==> config.mk <==
export PLATFORM = sky130hd
export DESIGN_NAME = pc_gen_btb
export DESIGN_NICKNAME = d
export VERILOG_FILES = /design/src/rtl/pc_gen_btb.sv
export SDC_FILE = /design/constraint.sdc
export NUM_CORES = 1
export LEC_CHECK = 0
export CORE_UTILIZATION = 50
export CTS_CLUSTER_DIAMETER = 120
export DETAILED_ROUTE_END_ITERATION = 8
export GPL_TIMING_DRIVEN = 0
export PLACE_DENSITY_LB_ADDON = 0.2
export SYNTH_ARGS = -nofsm -noshare
export SYNTH_HDL_FRONTEND = slang
export SYNTH_SLANG_ARGS = --single-unit
==> constraint.sdc <==
create_clock -name clk -period 5.6 [get_ports clk]
set_input_delay 0.84 -clock clk [delete_from_list [all_inputs] [get_ports clk]]
set_output_delay 0.84 -clock clk [all_outputs]
set_load 0.05 [all_outputs]
==> src/rtl/pc_gen_btb.sv <==
// pc_gen_btb: fetch PC generator with a direct-mapped branch target buffer.
// Next-pc selection is reset > trap > EX redirect > stall > BTB prediction > pc+4.
// The BTB is looked up combinationally on the registered pc. It is written one
// cycle after a resolved control transfer is presented on the upd_* port.
module pc_gen_btb #(
  parameter int              XLEN        = 32,
  parameter logic [XLEN-1:0] RESET_VEC   = 32'h0000_0000,
  parameter int              BTB_ENTRIES = 16
) (
  input  logic            clk,
  input  logic            rst,
  input  logic            stall,
  input  logic            trap_valid,
  input  logic [XLEN-1:0] trap_vec,
  input  logic            ex_redirect_valid,
  input  logic [XLEN-1:0] ex_redirect_pc,
  input  logic            upd_valid,
  input  logic [XLEN-1:0] upd_pc,
  input  logic            upd_taken,
  input  logic [XLEN-1:0] upd_target,
  output logic [XLEN-1:0] pc,
  output logic            pred_taken,
  output logic [XLEN-1:0] pred_target
);

  localparam int IDX_W = $clog2(BTB_ENTRIES);
  localparam int TAG_W = XLEN - 2 - IDX_W;

  // Fetch address state
  logic [XLEN-1:0] pc_q, pc_d;
  logic [XLEN-1:0] pc_next;

  // BTB storage: valid, tag, word-address target, 2-bit saturating counter
  logic [BTB_ENTRIES-1:0] valid_q, valid_d;
  logic [TAG_W-1:0]       tag_q    [BTB_ENTRIES];
  logic [TAG_W-1:0]       tag_d    [BTB_ENTRIES];
  logic [XLEN-3:0]        target_q [BTB_ENTRIES];
  logic [XLEN-3:0]        target_d [BTB_ENTRIES];
  logic [1:0]             ctr_q    [BTB_ENTRIES];
  logic [1:0]             ctr_d    [BTB_ENTRIES];

  // Lookup side (registered pc)
  logic [IDX_W-1:0] lk_idx;
  logic [TAG_W-1:0] lk_tag;
  logic             lk_hit;
  logic             lk_taken;
  logic [XLEN-1:0]  lk_target;

  // Update side (resolved branch address)
  logic [IDX_W-1:0] up_idx;
  logic [TAG_W-1:0] up_tag;
  logic             up_hit;
  logic [1:0]       up_ctr;

  // Low address bits of the update port never reach the BTB
  logic unused_bits;
  assign unused_bits = ^{upd_pc[1:0], upd_target[1:0]};

  assign lk_idx = pc_q[IDX_W+1:2];
  assign lk_tag = pc_q[XLEN-1:IDX_W+2];
  assign up_idx = upd_pc[IDX_W+1:2];
  assign up_tag = upd_pc[XLEN-1:IDX_W+2];

  // BTB lookup against the current fetch address; sees pre-update contents
  always_comb begin
    lk_hit    = valid_q[lk_idx] && (tag_q[lk_idx] == lk_tag);
    lk_taken  = lk_hit && ctr_q[lk_idx][1];
    lk_target = lk_taken ? {target_q[lk_idx], 2'b00} : '0;
  end

  assign pc          = pc_q;
  assign pred_taken  = lk_taken;
  assign pred_target = lk_target;

  // Next fetch address, word aligned
  always_comb begin
    if (rst) begin
      pc_next = RESET_VEC;
    end else if (trap_valid) begin
      pc_next = trap_vec;
    end else if (ex_redirect_valid) begin
      pc_next = ex_redirect_pc;
    end else if (stall) begin
      pc_next = pc_q;
    end else if (lk_taken) begin
      pc_next = lk_target;
    end else begin
      pc_next = pc_q + XLEN'(4);
    end
    pc_d = {pc_next[XLEN-1:2], 2'b00};
  end

  // BTB training: counter update on hit, allocate on taken miss, reset clears valid
  always_comb begin
    valid_d  = valid_q;
    tag_d    = tag_q;
    target_d = target_q;
    ctr_d    = ctr_q;
    up_hit   = valid_q[up_idx] && (tag_q[up_idx] == up_tag);
    up_ctr   = ctr_q[up_idx];
    if (rst) begin
      valid_d = '0;
    end else if (upd_valid) begin
      if (up_hit) begin
        if (upd_taken) begin
          if (up_ctr != 2'b11) begin
            ctr_d[up_idx] = up_ctr + 2'd1;
          end
          target_d[up_idx] = upd_target[XLEN-1:2];
        end else if (up_ctr != 2'b00) begin
          ctr_d[up_idx] = up_ctr - 2'd1;
        end
      end else if (upd_taken) begin
        valid_d[up_idx]  = 1'b1;
        tag_d[up_idx]    = up_tag;
        target_d[up_idx] = upd_target[XLEN-1:2];
        ctr_d[up_idx]    = 2'b10;
      end
    end
  end

  // State registers; reset handling is folded into the next-state logic
  always_ff @(posedge clk) begin
    pc_q     <= pc_d;
    valid_q  <= valid_d;
    tag_q    <= tag_d;
    target_q <= target_d;
    ctr_q    <= ctr_d;
  end

endmodule

==> run summary <==
By instance count, the cell type seen most on the critical path is sky130_fd_sc_hd__clkbuf_1. The arrival time of the worst setup path is between 6000 and 7000 ps. Max-cap violations in this run came to 0. In this run the worst hold path is classified as flop to flop. For this run, the post-layout net count is 2861. For this run the aggregate overflow at the end of global routing stands at 0.

The part of the power in the clock network is about two fifths. The slew at the pin with the worst max-slew slack came out at 1260 ps. The placed instances occupy a cell area of 47900 sq um. The cts-stage hold buffer count is 0. The met1 wire length came out at 52.8 mm. Once the floorplan was initialized, standard cells occupied 50.4% of the core. The share of layout cells above drive strength 1 came out at 29.1%. The final setup slack of the worst path came out at -24.1 ps. The overall global routing resource usage is 33.1%.

The area overhead of the layout relative to synthesis came out at 18.8%. The data required time at the worst endpoint came out at 6100 ps. The startpoint identified for the worst register-to-register timing path is tag_q[121]. For this run, the register share of the synthesized area comes to between 60% and 70%. The leakage power came out at ~0.016 uW. The share of total power in combinational logic is 11.7%. The endpoint type of the worst setup path is a flop. The average cell area after synthesis is between 15 and 20 sq um. The highest metal layer used by the detailed router is met5. The first-pass iteration count of the detailed router is 8. The launch point of the critical path is upd_pc[5]. The count of boundary I/O pins is 200. Routability-driven placement finished with a final weighted congestion of around 0.97.

The clock sink count is about 970. Walking the worst path, the cells encountered are clkbuf_1 -> clkbuf_1 -> clkbuf_1 -> mux4_2 -> xor2_1 -> nor2_1 -> nand3_1 -> nor4_1 -> nand3_1 -> clkbuf_1 -> o21ai_0. The TritonCTS buffer count is 100. The layout has 6335 filler cells. The flow ran to the end, but the final reports show violations.

The top achievable clock speed came out at 178 MHz. The maximum count of clock buffers along a single path came out at 3. The minimum clock period after layout is 5620 ps.

Hold timing on the final database bottoms out at a slack of 476 ps. The worst register-to-register path ends at valid_q[9]. The via count of the first global-routing pass was 27000. The count of synthesis-stage warnings from yosys is 0.

The critical path class is input port to flop. The tree is rooted in a sky130_fd_sc_hd__clkbuf_16. The total met3 wirelength after detailed routing is 17.1 mm. The number of enable-type register cells in the synthesized netlist is 928.

The count of state elements after synthesis is 974. The worst-case IR drop observed on VDD is 0.293 mV. The total net switching power came out at ~4100 uW. TritonCTS built the clock tree. The sequential group share of total power is 48.5%. The power density relative to cell area is ~320 nW/um^2. The total met2 wirelength after detailed routing came out at 69.4 mm. The count of endpoints failing setup in the final report is 4. The slowest stage of the critical path belongs to the cell sky130_fd_sc_hd__clkbuf_1. The switching power as a share of total power came out at between 20% and 30%. The part of the cycle the worst path needs came out at 100%. The port buffer count came out at 181. In the final routed layout, each cell accounts on average for 36.9 um.

The number of distinct library cells after synthesis is 77. With fillers left out, the area of the finished cells amounts to 51900 sq um. The maximum number of pins on one net before global-route repair came out at 22. The power consumption is 16700 uW. The length in cells of the worst reg-to-reg path came out at 13. The count of nets left with antenna violations after detail routing is 0.

The maximum fanout along the worst path came out at 10. The overall die width is 298 um. At the later pin of the worst-skew pair, clock insertion delay measures 700 ps. The worst setup skew after layout is 58.2 ps. The final reports fail on DRC, setup timing.

The clock-pin slew on the worst setup and hold paths came out at 60 ps. The final hold violation count is 0. The floorplan die height is 298 um.

The top flip-flop cell by instance count after synthesis is sky130_fd_sc_hd__edfxtp_1. For this run, design rule violations remaining after detail routing come to 2. The number of slew-limit violations in the final report is 0. The H-tree was split into 3 levels. The share of synthesized registers carrying an async set or reset is 0%. The max-slew headroom at the worst pin is 15.4%. The initial antenna violation count was 9.

The first-pass GRT wire length came out at 204 mm. The slack of the worst reg-to-reg path is 980 ps. The mean number of vias per cell is approximately 6.9.

The core region is 86600 sq um. The most critical setup path has its endpoint at ctr_q[12]. The maximum single-stage delay on the critical path is a little under 900 ps. The full die area is 88500 sq um. The post-synthesis instance area came out at about 44000 sq um.

The floorplan row count is 108. The instance count of the mapped netlist came out at 2388. The estimated wirelength of the detail-placed design is 101 mm. STA classifies the critical path startpoint as an input port. The final routed wirelength across all metal layers is 146 mm.

The internal power consumption came out at 12600 uW. The number of vias after detailed routing came out at 27100. The iteration-0 DRC count of the detailed router came out at 4486. The post-placement worst setup slack came out at -1210 ps.
[cell usage after synthesis (6+ instances only)]
master                        n  area [sq um]
sky130_fd_sc_hd__a2111oi_0    7          61.3
sky130_fd_sc_hd__a211oi_1     8          60.1
sky130_fd_sc_hd__a21o_1      16           120
sky130_fd_sc_hd__a21oi_1     39           195
sky130_fd_sc_hd__a22oi_1     11          82.6
sky130_fd_sc_hd__a31oi_1     11          68.8
sky130_fd_sc_hd__and3_1      33           206
sky130_fd_sc_hd__buf_1       25          93.8
sky130_fd_sc_hd__buf_2       33           165
sky130_fd_sc_hd__buf_4       20           150
sky130_fd_sc_hd__buf_6       14           158
sky130_fd_sc_hd__clkbuf_1    79           297
sky130_fd_sc_hd__dfxtp_1     46           921
sky130_fd_sc_hd__edfxtp_1   928         27900
sky130_fd_sc_hd__inv_1       28           105
sky130_fd_sc_hd__mux2_2       7          78.8
sky130_fd_sc_hd__mux2i_1     50           500
sky130_fd_sc_hd__mux4_2     394          8870
sky130_fd_sc_hd__nand2_1    114           428
sky130_fd_sc_hd__nand2b_1    12          75.1
sky130_fd_sc_hd__nand3_1     45           225
sky130_fd_sc_hd__nand4_1     24           150
sky130_fd_sc_hd__nor2_1     116           435
sky130_fd_sc_hd__nor2b_1     11          68.8
sky130_fd_sc_hd__nor3_1      25           125
sky130_fd_sc_hd__nor4_1       6          37.5
sky130_fd_sc_hd__nor4_2       6          75.1
sky130_fd_sc_hd__o21ai_0     64           320
sky130_fd_sc_hd__o21ai_1     17          85.1
sky130_fd_sc_hd__o22ai_1     42           263
sky130_fd_sc_hd__o31a_1      10          87.6
sky130_fd_sc_hd__xnor2_1     50           438
sky130_fd_sc_hd__xor2_1      10          87.6
[cell type report]
cell class                 count  area [sq um]  share of cell area, %
sequential                   974         28800                   55.5
multi-input combinational   1213         14400                   27.7
clock buffer                 137          2690                   5.19
timing repair buffer         231          2670                   5.15
tap                         1155          1450                   2.79
buffer                       172          1170                   2.25
clock inverter                45           586                   1.13
inverter                      31           125                  0.241
antenna                        3          7.51                 0.0145
[worst max-delay path: cells and delay by family]
family	cells	cell delay, ps
XOR/XNOR	1	190
AND/OR/NAND/NOR	4	1770
buffers and inverters	4	2610
AO/OA/AOI/OAI	1	250
multiplexers	1	420
[per-stage QoR]
stage,setup TNS (ps),cells,util [%]
after floorplan,0,2391,-
after global placement,-2034950,3727,54.2
after detailed placement,-207750,3763,55.3
after CTS,0,3951,59.6
after global routing,-25.2,3960,59.9
final,-60.3,3961,59.9
[how the worst min path moves through the flow]
stage,startpoint,end,slack (ps),cells after the start
2_1_floorplan,valid_q[2],valid_q[2],440,1
3_3_place_gp,valid_q[2],valid_q[2],450,1
3_5_place_dp,valid_q[10],valid_q[10],460,1
4_1_cts,valid_q[10],valid_q[10],480,1
5_1_grt,valid_q[0],valid_q[0],510,1
6_report,valid_q[10],valid_q[10],480,1
[cells by family after synthesis]
group / count (synthesis) / share of synthesized area, %
DFF: 974 / 65.9
muxes: 452 / 21.7
and+or+nand+nor: 424 / 4.78
adders and majority gates: 3 / 0.0860
other: 1 / 0.00859
AOI/OAI and AO/OA: 270 / 4.00
buffers and inverters: 204 / 2.31
xor gates and xnor gates: 60 / 1.20
[placed cells by master, fill, tap and decap left out, types with 9 or more instances in the layout]
cell,synthesis,layout
sky130_fd_sc_hd__edfxtp_1,928,928
sky130_fd_sc_hd__mux4_2,394,394
sky130_fd_sc_hd__clkdlybuf4s50_1,0,150
sky130_fd_sc_hd__nand2_1,114,114
sky130_fd_sc_hd__clkbuf_16,0,101
sky130_fd_sc_hd__clkbuf_1,79,84
sky130_fd_sc_hd__nor2_1,116,82
sky130_fd_sc_hd__o21ai_0,64,64
sky130_fd_sc_hd__xnor2_1,50,49
sky130_fd_sc_hd__nand3_1,45,43
sky130_fd_sc_hd__dfxtp_1,46,43
sky130_fd_sc_hd__o22ai_1,42,40
sky130_fd_sc_hd__a21oi_1,39,38
sky130_fd_sc_hd__buf_12,0,36
sky130_fd_sc_hd__buf_2,33,35
sky130_fd_sc_hd__buf_4,20,34
sky130_fd_sc_hd__mux2i_1,50,34
sky130_fd_sc_hd__nor2_4,0,33
sky130_fd_sc_hd__and3_1,33,32
sky130_fd_sc_hd__inv_1,28,27
sky130_fd_sc_hd__nor3_1,25,25
sky130_fd_sc_hd__nand4_1,24,24
sky130_fd_sc_hd__buf_6,14,22
sky130_fd_sc_hd__clkbuf_2,0,19
sky130_fd_sc_hd__buf_1,25,17
sky130_fd_sc_hd__o21ai_1,17,17
sky130_fd_sc_hd__a21o_1,16,16
sky130_fd_sc_hd__clkinv_2,0,14
sky130_fd_sc_hd__nand2b_1,12,12
sky130_fd_sc_hd__clkinv_1,0,12
sky130_fd_sc_hd__buf_8,2,10
sky130_fd_sc_hd__a22oi_1,11,10
sky130_fd_sc_hd__a31oi_1,11,10
sky130_fd_sc_hd__xor2_1,10,10
sky130_fd_sc_hd__o31a_1,10,10
sky130_fd_sc_hd__clkdlybuf4s15_2,0,10
sky130_fd_sc_hd__nor2b_1,11,9
[state kept, by name (all words and copies together), names as in the netlist]
register  flops
ctr_q        32
pc           30
tag_q       416
target_q    480
valid_q      16
[repair_timing]
item,CTS,global route
setup buffers,6,7
endpoints found under the setup margin,41,31
endpoints found under the hold margin,0,0
gates cloned,0,1
pin swaps,6,8
resized for setup,273,39
[routing by layer]
| metal | vias up | track usage [%] |
|---|---|---|
| met4 | 6 | 13.5 |
| li1 | 10600 | - |
| met2 | 2032 | 52.4 |
| met3 | 354 | 7.46 |
| met1 | 14100 | 44.7 |
| met5 | - | 0 |
[power by group through the flow]
| stage | Combinational (uW) | Clock, uW | Sequential [uW] |
|---|---|---|---|
| final | 1960 | 6660 | 8120 |
| after global routing | 2020 | 6950 | 8120 |
| after CTS | 1890 | 6670 | 8110 |
| after detailed placement | 1820 | 0 | 8270 |
| after global placement | 1780 | 0 | 8260 |
| after floorplan | 989 | 0 | 8290 |
Power figures use the tool's default switching activity.
